**src/rtl/seg_scan_display.sv**
```systemverilog
// Multiplexed 7-segment scan driver.
// Scans DIGITS digits from a packed nibble bus, one digit per dwell period.
// Each dwell starts with a guard interval (all digits dark) to suppress ghosting,
// then shows the selected digit. New data is held in a shadow register and only
// moves to the display register at the frame boundary (index wrap), so one frame
// never mixes old and new values. All pin-facing outputs are registered.
module seg_scan_display #(
    parameter int CLK_FREQ_HZ    = 50000000,
    parameter int DIGIT_HZ       = 1000,
    parameter int DIGITS         = 4,
    parameter int BLANK_CYCLES   = 50,
    parameter bit ACTIVE_LOW_SEG = 1'b1,
    parameter bit ACTIVE_LOW_SEL = 1'b1
) (
    input  logic                  CLK_50M,
    input  logic                  RST,
    input  logic [4*DIGITS-1:0]   data,
    input  logic                  data_valid,
    input  logic [DIGITS-1:0]     dp,
    input  logic                  hex_mode,
    input  logic                  lz_blank,
    output logic [6:0]            seg_duan,
    output logic                  seg_dp,
    output logic [DIGITS-1:0]     seg_sel,
    output logic                  frame_done
);

    // ------------------------------------------------------------------
    // Derived constants
    // ------------------------------------------------------------------
    localparam int DWELL = CLK_FREQ_HZ / DIGIT_HZ;
    localparam int CW    = (DWELL > 1) ? $clog2(DWELL) : 1;
    localparam int IW    = (DIGITS > 1) ? $clog2(DIGITS) : 1;

    localparam logic [CW-1:0] LAST_CNT   = CW'(DWELL - 1);
    localparam logic [CW-1:0] GUARD_LAST = CW'((BLANK_CYCLES > 0) ? (BLANK_CYCLES - 1) : 0);
    localparam logic [IW-1:0] LAST_IDX   = IW'(DIGITS - 1);

    // Inactive pin levels, used for reset and for every guard cycle.
    localparam logic [DIGITS-1:0] SEL_OFF = ACTIVE_LOW_SEL ? {DIGITS{1'b1}} : {DIGITS{1'b0}};
    localparam logic [6:0]        SEG_OFF = ACTIVE_LOW_SEG ? 7'h7F : 7'h00;
    localparam logic              DP_OFF  = ACTIVE_LOW_SEG ? 1'b1 : 1'b0;

    typedef enum logic {
        ST_GUARD = 1'b0,
        ST_SHOW  = 1'b1
    } scan_state_t;

    // Each dwell begins in GUARD unless there are no guard cycles at all,
    // in which case the dwell is entirely SHOW.
    localparam scan_state_t FIRST_STATE = (BLANK_CYCLES > 0) ? ST_GUARD : ST_SHOW;

    // ------------------------------------------------------------------
    // Glyph table (active-high a..g, bit0 = a)
    // ------------------------------------------------------------------
    function automatic logic [6:0] glyph(input logic [3:0] nib, input logic hex);
        logic [6:0] g;
        case (nib)
            4'h0:    g = 7'h3F;
            4'h1:    g = 7'h06;
            4'h2:    g = 7'h5B;
            4'h3:    g = 7'h4F;
            4'h4:    g = 7'h66;
            4'h5:    g = 7'h6D;
            4'h6:    g = 7'h7D;
            4'h7:    g = 7'h07;
            4'h8:    g = 7'h7F;
            4'h9:    g = 7'h6F;
            4'hA:    g = 7'h77;
            4'hB:    g = 7'h7C;
            4'hC:    g = 7'h39;
            4'hD:    g = 7'h5E;
            4'hE:    g = 7'h79;
            default: g = 7'h71;
        endcase
        // In BCD mode anything above 9 is out of range and shown as a dash.
        if (!hex && (nib > 4'd9)) begin
            g = 7'h40;
        end
        return g;
    endfunction

    // ------------------------------------------------------------------
    // State
    // ------------------------------------------------------------------
    scan_state_t         state_reg, state_next;
    logic [CW-1:0]       cnt_reg, cnt_next;
    logic [IW-1:0]       index_reg, index_next;
    logic                frame_wrap;

    logic [4*DIGITS-1:0] shadow_data_reg;
    logic [DIGITS-1:0]   shadow_dp_reg;
    logic                pending_reg;
    logic [4*DIGITS-1:0] disp_data_reg;
    logic [DIGITS-1:0]   disp_dp_reg;

    logic [DIGITS-1:0]   sel_on_next;
    logic [6:0]          seg_on_next;
    logic                dp_on_next;

    logic [DIGITS-1:0]   seg_sel_reg;
    logic [6:0]          seg_duan_reg;
    logic                seg_dp_reg;
    logic                frame_done_reg;

    // Per-digit active-high segment patterns after leading-zero blanking.
    logic [6:0]          digit_seg [DIGITS];

    // ------------------------------------------------------------------
    // Per-digit glyph lookup and leading-zero blanking
    // ------------------------------------------------------------------
    generate
        for (genvar gi = 0; gi < DIGITS; gi++) begin : g_digit
            if (gi == 0) begin : g_lsd
                // The rightmost digit is always shown so zero reads as "0".
                assign digit_seg[gi] = glyph(disp_data_reg[3:0], hex_mode);
            end else begin : g_upper
                logic all_zero_above;
                // Blank when this nibble and every more-significant one is zero.
                assign all_zero_above = ~|disp_data_reg[4*DIGITS-1:4*gi];
                assign digit_seg[gi]  = (lz_blank && all_zero_above)
                                        ? 7'h00
                                        : glyph(disp_data_reg[4*gi+3:4*gi], hex_mode);
            end
        end
    endgenerate

    // ------------------------------------------------------------------
    // Scan FSM: state, dwell counter and digit index registers
    // ------------------------------------------------------------------
    always_ff @(posedge CLK_50M) begin
        if (!RST) begin
            state_reg <= FIRST_STATE;
            cnt_reg   <= '0;
            index_reg <= '0;
        end else begin
            state_reg <= state_next;
            cnt_reg   <= cnt_next;
            index_reg <= index_next;
        end
    end

    // Next-state logic plus the active-high pin pattern for the current cycle
    always_comb begin
        state_next  = state_reg;
        cnt_next    = cnt_reg + CW'(1);
        index_next  = index_reg;
        frame_wrap  = 1'b0;
        sel_on_next = '0;
        seg_on_next = '0;
        dp_on_next  = 1'b0;

        if (cnt_reg == LAST_CNT) begin
            // Last SHOW count of this dwell: advance to the next digit.
            cnt_next   = '0;
            state_next = FIRST_STATE;
            if (index_reg == LAST_IDX) begin
                index_next = '0;
                frame_wrap = 1'b1;
            end else begin
                index_next = index_reg + IW'(1);
            end
        end else if ((state_reg == ST_GUARD) && (cnt_reg == GUARD_LAST)) begin
            state_next = ST_SHOW;
        end

        if (state_reg == ST_SHOW) begin
            sel_on_next[index_reg] = 1'b1;
            seg_on_next            = digit_seg[index_reg];
            // Decimal point is independent of blanking.
            dp_on_next             = disp_dp_reg[index_reg];
        end
    end

    // ------------------------------------------------------------------
    // Capture path: shadow register, pending flag, display register
    // ------------------------------------------------------------------
    // Strobes land in the shadow; the shadow is promoted only at the frame wrap.
    // A strobe on the wrap cycle itself bypasses the shadow so it shows at once.
    always_ff @(posedge CLK_50M) begin
        if (!RST) begin
            shadow_data_reg <= '0;
            shadow_dp_reg   <= '0;
            pending_reg     <= 1'b0;
            disp_data_reg   <= '0;
            disp_dp_reg     <= '0;
        end else if (data_valid) begin
            shadow_data_reg <= data;
            shadow_dp_reg   <= dp;
            if (frame_wrap) begin
                disp_data_reg <= data;
                disp_dp_reg   <= dp;
                pending_reg   <= 1'b0;
            end else begin
                pending_reg   <= 1'b1;
            end
        end else if (frame_wrap && pending_reg) begin
            disp_data_reg <= shadow_data_reg;
            disp_dp_reg   <= shadow_dp_reg;
            pending_reg   <= 1'b0;
        end
    end

    // ------------------------------------------------------------------
    // Output registers with pin polarity applied
    // ------------------------------------------------------------------
    // Registered pins, one cycle behind the scan state.
    always_ff @(posedge CLK_50M) begin
        if (!RST) begin
            seg_sel_reg    <= SEL_OFF;
            seg_duan_reg   <= SEG_OFF;
            seg_dp_reg     <= DP_OFF;
            frame_done_reg <= 1'b0;
        end else begin
            seg_sel_reg    <= ACTIVE_LOW_SEL ? ~sel_on_next : sel_on_next;
            seg_duan_reg   <= ACTIVE_LOW_SEG ? ~seg_on_next : seg_on_next;
            seg_dp_reg     <= ACTIVE_LOW_SEG ? ~dp_on_next  : dp_on_next;
            frame_done_reg <= frame_wrap;
        end
    end

    assign seg_sel    = seg_sel_reg;
    assign seg_duan   = seg_duan_reg;
    assign seg_dp     = seg_dp_reg;
    assign frame_done = frame_done_reg;

endmodule
```
**config.mk**
```make
export PLATFORM = sky130hd
export DESIGN_NAME = seg_scan_display
export DESIGN_NICKNAME = d
export VERILOG_FILES = /design/src/rtl/seg_scan_display.sv
export SDC_FILE = /design/constraint.sdc
export NUM_CORES = 1
export LEC_CHECK = 0
export CAP_MARGIN = 25
export CORE_MARGIN = 4
export CORE_UTILIZATION = 35
export CTS_CLUSTER_SIZE = 14
export DETAILED_ROUTE_END_ITERATION = 10
export GPL_TIMING_DRIVEN = 0
export PLACE_DENSITY = 0.54
export SLEW_MARGIN = 20
export SYNTH_ARGS = -nofsm -noshare
export SYNTH_HDL_FRONTEND = slang
export SYNTH_SLANG_ARGS = --single-unit
```
**constraint.sdc**
```tcl
create_clock -name CLK_50M -period 4.55 [get_ports CLK_50M]
set_input_delay 0.91 -clock CLK_50M [delete_from_list [all_inputs] [get_ports CLK_50M]]
set_output_delay 0.91 -clock CLK_50M [all_outputs]
set_load 0.01 [all_outputs]
```
==> run_results.csv, run 1 <==
group,metric,value,unit
run_status,status,"finished clean",
routing,wl,13.5,mm
sta,skew,0.00789,ns
final_layout,nFillCells,1399,
place,io_buffer_count,36,
routing,drtIter0Drc,310,
logic_synthesis,synthCells,561,
routing,drc,0,
routing,vias,4157,
logic_synthesis,synth_nets,620,
setup_path,critPathArrivalTime,4.42,ns
logic_synthesis,yosysSeqAreaShare,39.4,%
logic_synthesis,yosysMostFrequentCell,"dfxtp_1",
final_layout,fin_cells,792,
setup_path,crit_path_top_delay_cell,"or4_1",
global_routing,antenna_found_initial,0,
sta,setup_viol,0,
routing,avgRoutedWirePerCell,17.1,um
die,core-area,14100,um2
worst_hold_path,hold_depth,1,
final_layout,utilization,42.6,%
global_routing,track_usage,17.2,%
routing,dr.pass1.iters,5,
global_routing,grt_pass1_vias,4147,
logic_synthesis,avgSynthCellArea,9.15,um2
routing,routed_via_density,5.25,
clock_tree,clock_latency,0.35,ns
clock_tree,clk_pin_slew_worst_paths,0.07,ns
logic_synthesis,synthFlopType,"dfxtp_1",
setup_path,cp_data_required_time,4.82,ns
place,dpl.hpwl,10.1,mm
logic_synthesis,synth_top_area_cell,"dfxtp_1",
clock_tree,cts_sinks,101,
worst_hold_path,min_path_type,"register to register",
final_layout,drive_gt1_share,7.68,%
die,pin_count,38,
pwr,power_density,288,nW/um2
clock_tree,cts_buffers,9,
place,dp.cells,777,
setup_path,worstPathCellList,"or4_1 -> or4_4 -> nor3_4 -> buf_4 -> buf_2 -> nand2_1 -> o21ai_0 -> inv_1 -> ha_1 -> inv_1 -> o21a_1 -> o22ai_1 -> nand2_1 -> o31ai_1 -> a211oi_1",
global_routing,grt_overflow,0,
pwr,leakagePower,2.33,nW
routing,drtAntennaViolNets,0,
final_layout,fin_area,6010,um2
final_layout,antennaDiodeCount,0,
sta,fin_crit_sh,91.4,%
logic_synthesis,synth_top_area_share,39.4,%
sta,worst_pin_slew,0.874,ns
setup_path,slowest_delay,0.59,ns
clock_tree,cts_setup_buffers,0,
logic_synthesis,async_flop_share,0,%
logic_synthesis,syn_area,5130,um2
sta,finalSetupTns,0,ns
setup_path,cp_max_fo,19,
logic_synthesis,synth.area.top_cells,"dfxtp_1 39%, ha_1 8.3%, mux2i_1 5.5%",
global_routing,grt_pass1_wl,22.2,mm
global_routing,grt_max_degree,20,
pwr,vdd_ir_drop_max,0.194,mV
sta,min_period,4.16,ns
final_layout,nets,666,
place,gp_congestion,0.830,
die,die_w,129,um
setup_path,cp-end-kind,"register",
sta,grt_setup_unrepaired,"false",
logic_synthesis,synth-edff-count,0,
sta,relSlewSlack,41.7,%
die,die_h,129,um
sta,fmax,241,MHz
final_layout,syn_to_final_growth,17.1,%
sta,report.final.slew_viol_count,0,
die,start_util,36.4,%
place,placed_cell_area,5720,um2
logic_synthesis,ys_ff_latch,101,
logic_synthesis,yosysWarnings,0,
setup_path,critPathLaunchType,"register",
clock_tree,cts-root-buf,"clkbuf_16",
die,num_rows,43,
clock_tree,cts_tree,"done",
die,dieArea,16700,um2
clock_tree,clock_path_buffers,2,
sta,final-hold-violation-count,0,
logic_synthesis,yosys-top-cells-count,"101 x dfxtp_1, 59 x nand2_1, 41 x inv_1, 40 x nor2_1, 34 x ha_1",
setup_path,critPathKind,"register to register",
clock_tree,htreeDepth,3,
run,maxCapViolations,0,
logic_synthesis,synth_cell_type_count,62,
setup_path,r2r_cells,15,
-- final timing paths --
check,startpoint,end,slack [ns]
max,cnt_reg[11]$_SDFF_PP0_,register,0.39
min,cnt_reg[0]$_SDFF_PP0_,cnt_reg[0]$_SDFF_PP0_,0.48
max reg2reg,cnt_reg[11]$_SDFF_PP0_,register,0.39
min reg2reg,cnt_reg[0]$_SDFF_PP0_,cnt_reg[0]$_SDFF_PP0_,0.48
-- what timing repair did --
action                     CTS  global route
gates resized for setup      3             4
hold buffers                 0             0
setup endpoints to repair   28             3
-- cell usage in the layout, fill, tap and decap left out, drive strengths merged, types with 11 or more instances in the layout --
master / n
o21ai: 23
inv: 44
mux2i: 34
clkbuf: 28
dfxtp: 101
nand2: 59
ha: 34
nor2: 40
clkdlybuf4s50: 36
nor3: 12
nor2b: 23
nand3: 15
a21oi: 11
-- kinds of logic after synthesis --
family	synth area share, %
AOI/OAI and AO/OA	13.9
xor gates and xnor gates	2.73
adders and majority gates	8.29
buffers and inverters	5.63
DFF	39.4
muxes	10.5
and+or+nand+nor	19.5
-- worst max-delay path: cells and delay by family (launching register included) --
kind	cells	cell delay (ns)
buf+inv	4	1.00
simple gates	5	1.71
flops	1	0.36
compound gates	5	0.74
fa+ha+maj	1	0.27
-- per-layer routing --
metal  up-vias  GRT usage [%]  part of all wire (%)
li1       2054              -                     -
met1      1967           23.4                    47
met2       121           27.5                    46
met3        15           3.67                   5.6
met4         0           5.31                   1.6
met5         -              0                     0
-- per-stage QoR --
| step | hold WS (ns) | setup slack (ns) | power [mW] |
|---|---|---|---|
| floorplan | 0.445 | 0.528 | 0.975 |
| global placement | 0.465 | -1.29 | 1.02 |
| detailed placement | 0.477 | -1.20 | 1.02 |
| CTS | 0.493 | 0.116 | 1.75 |
| global route | 0.519 | 0.0803 | 1.80 |
| finish | 0.482 | 0.393 | 1.73 |
-- final cells by class --
type	count	area (um2)	area share, %
Buffer	23	123	2.04
Multi-Input combinational cell	392	2830	47.1
Clock inverter	3	20.0	0.333
Timing Repair Buffer	36	360	6.00
Inverter	44	168	2.79
Sequential cell	101	2020	33.6
Clock buffer	13	260	4.33
Tap cell	180	225	3.75
-- report_power, final --
group | switching (mW) | leakage [nW] | internal [mW]
Clock | 0.333 | 0.132 | 0.400
Sequential | 0.00535 | 0.820 | 0.897
Combinational | 0.0524 | 1.38 | 0.0444
Total | 0.391 | 2.33 | 1.34
Note: power is estimated with default switching activity, not from simulation.
==> run 2: changes to the inputs <==
Settings changed: CORE_UTILIZATION 35 to 45, PLACE_DENSITY 0.54 to 0.66.
==> run_results.csv, run 2 (same netlist as run 1, synthesis figures left out) <==
group,metric,value,unit
die,start_util,46.7,%
setup_path,critPathArrivalTime,4.36,ns
global_routing,grt_pass1_vias,3983,
global_routing,grt_max_degree,20,
die,die_h,115,um
worst_hold_path,hold_depth,1,
sta,setup_viol,0,
routing,avgRoutedWirePerCell,17.4,um
setup_path,critPathLaunchType,"register",
sta,min_period,4.13,ns
sta,worst_pin_slew,0.931,ns
setup_path,worstPathCellList,"or4_1 -> or4_4 -> nor3_4 -> buf_4 -> buf_2 -> nand2_1 -> o21ai_0 -> inv_1 -> ha_1 -> inv_1 -> nor2_1 -> a21oi_1 -> nor3_1 -> a2111oi_0",
clock_tree,clock_path_buffers,2,
final_layout,drive_gt1_share,8.01,%
global_routing,grt_most_used_layer,"met2",
place,dpl.hpwl,9.67,mm
routing,routed_via_density,5.55,
clock_tree,clk_pin_slew_worst_paths,0.07,ns
sta,report.final.slew_viol_count,0,
final_layout,nets,666,
clock_tree,htreeDepth,3,
global_routing,grt_use_met3,5.74,%
sta,finalSetupTns,0,ns
routing,vias,4175,
run_status,status,"finished clean",
worst_hold_path,min_path_type,"register to register",
die,die_w,115,um
final_layout,antennaDiodeCount,0,
clock_tree,cts-root-buf,"clkbuf_16",
final_layout,syn_to_final_growth,17.7,%
setup_path,path_delay_family,"simple AND/OR/NAND/NOR gates",
setup_path,worstPathBufferInverterCount,4,
setup_path,cp_data_required_time,4.79,ns
routing,wl,13.1,mm
clock_tree,cts_sinks,101,
routing,dr.pass1.iters,5,
die,core-area,11000,um2
pwr,vdd_ir_drop_max,0.218,mV
setup_path,critPathKind,"register to register",
place,placed_cell_area,5670,um2
global_routing,track_usage,20.2,%
setup_path,crit_path_top_delay_cell,"or4_4",
global_routing,grt_pass1_wl,20.5,mm
sta,final-hold-violation-count,0,
clock_tree,clock_latency,0.35,ns
routing,drc,0,
clock_tree,cts.hold.buffers_added,0,
routing,drtIter0Drc,327,
final_layout,layout_commonest_cell,"dfxtp_1",
pwr,finalPower,1.91,mW
setup_path,r2r_cells,14,
sta,fin_crit_sh,90.8,%
global_routing,grt_util_met2,32.8,%
sta,grt_setup_unrepaired,"false",
place,gp_congestion,0.916,
sta,relSlewSlack,38.0,%
global_routing,antenna_found_initial,0,
pwr,power_density,316,nW/um2
final_layout,nFillCells,990,
routing,drtAntennaViolNets,0,
sta,fmax,242,MHz
global_routing,use_met1,26.0,%
global_routing,grt_overflow,0,
clock_tree,cts_buffers,9,
run,maxCapViolations,0,
setup_path,crit_cells,14,
final_layout,final_cell_mix,"101 x dfxtp_1, 59 x nand2_1, 41 x inv_1, 40 x nor2_1, 36 x clkdlybuf4s50_1",
pwr,leakagePower,2.37,nW
setup_path,cp-end-kind,"register",
setup_path,cp_max_fo,19,
setup_path,crit_top_cell,"inv_1",
place,io_buffer_count,36,
final_layout,utilization,55.0,%
setup_path,slowest_delay,0.59,ns
sta,skew,0.00610,ns
die,pin_count,38,
clock_tree,cts_tree,"done",
die,dieArea,13200,um2
die,num_rows,38,
final_layout,fin_area,6040,um2
-- run 2: cell count changes in the layout (fill, tap and decap cells not counted) --
cell        before  now
bufinv_16        0    3
clkbuf_1        17   15
clkinv_2         1    0
clkinv_4         0    1
clkinvlp_4       2    1
-- run 2: area by class of cell --
class	instances	area (um2)	area share (%)
Multi-Input combinational cell	392	2830	46.9
Sequential cell	101	2020	33.5
Timing Repair Buffer	36	360	5.97
Clock buffer	11	253	4.18
Tap cell	140	175	2.90
Inverter	44	168	2.78
Buffer	23	123	2.03
Clock inverter	5	106	1.76
-- run 2: routing by layer --
layer,vias up,part of all wire [%]
met5,-,0
met4,0,2.1
met3,19,6.6
met2,132,47
met1,1974,45
li1,2050,-
-- run 2: path summary, 6_finish.rpt --
path | from | endpoint | slack, ns
worst min-delay path | cnt_reg[0]$_SDFF_PP0_ | cnt_reg[0]$_SDFF_PP0_ | 0.49
worst max-delay path | cnt_reg[11]$_SDFF_PP0_ | register | 0.42
worst min register to register | cnt_reg[0]$_SDFF_PP0_ | cnt_reg[0]$_SDFF_PP0_ | 0.49
worst max register to register | cnt_reg[11]$_SDFF_PP0_ | register | 0.42
-- run 2: repair_timing --
action | 4_1_cts | 5_1_grt
endpoints found under the hold margin | 0 | 0
gates resized for setup | 3 | 4
buffers inserted | 0 | 0
setup endpoints to repair | 28 | 2
-- run 2: metrics by stage --
stage          instances  setup WS, ns  hold WS [ns]
2_1_floorplan        561         0.528         0.445
3_3_place_gp         737         -1.02         0.462
3_5_place_dp         737         -1.03         0.471
4_1_cts              752         0.181         0.485
5_1_grt              752         0.113         0.516
6_report             752         0.420         0.486
-- run 2: power by group --
group,internal (mW),switching [mW]
sequential,0.897,0.00563
clock,0.569,0.343
combinational,0.0443,0.0509
total,1.51,0.399
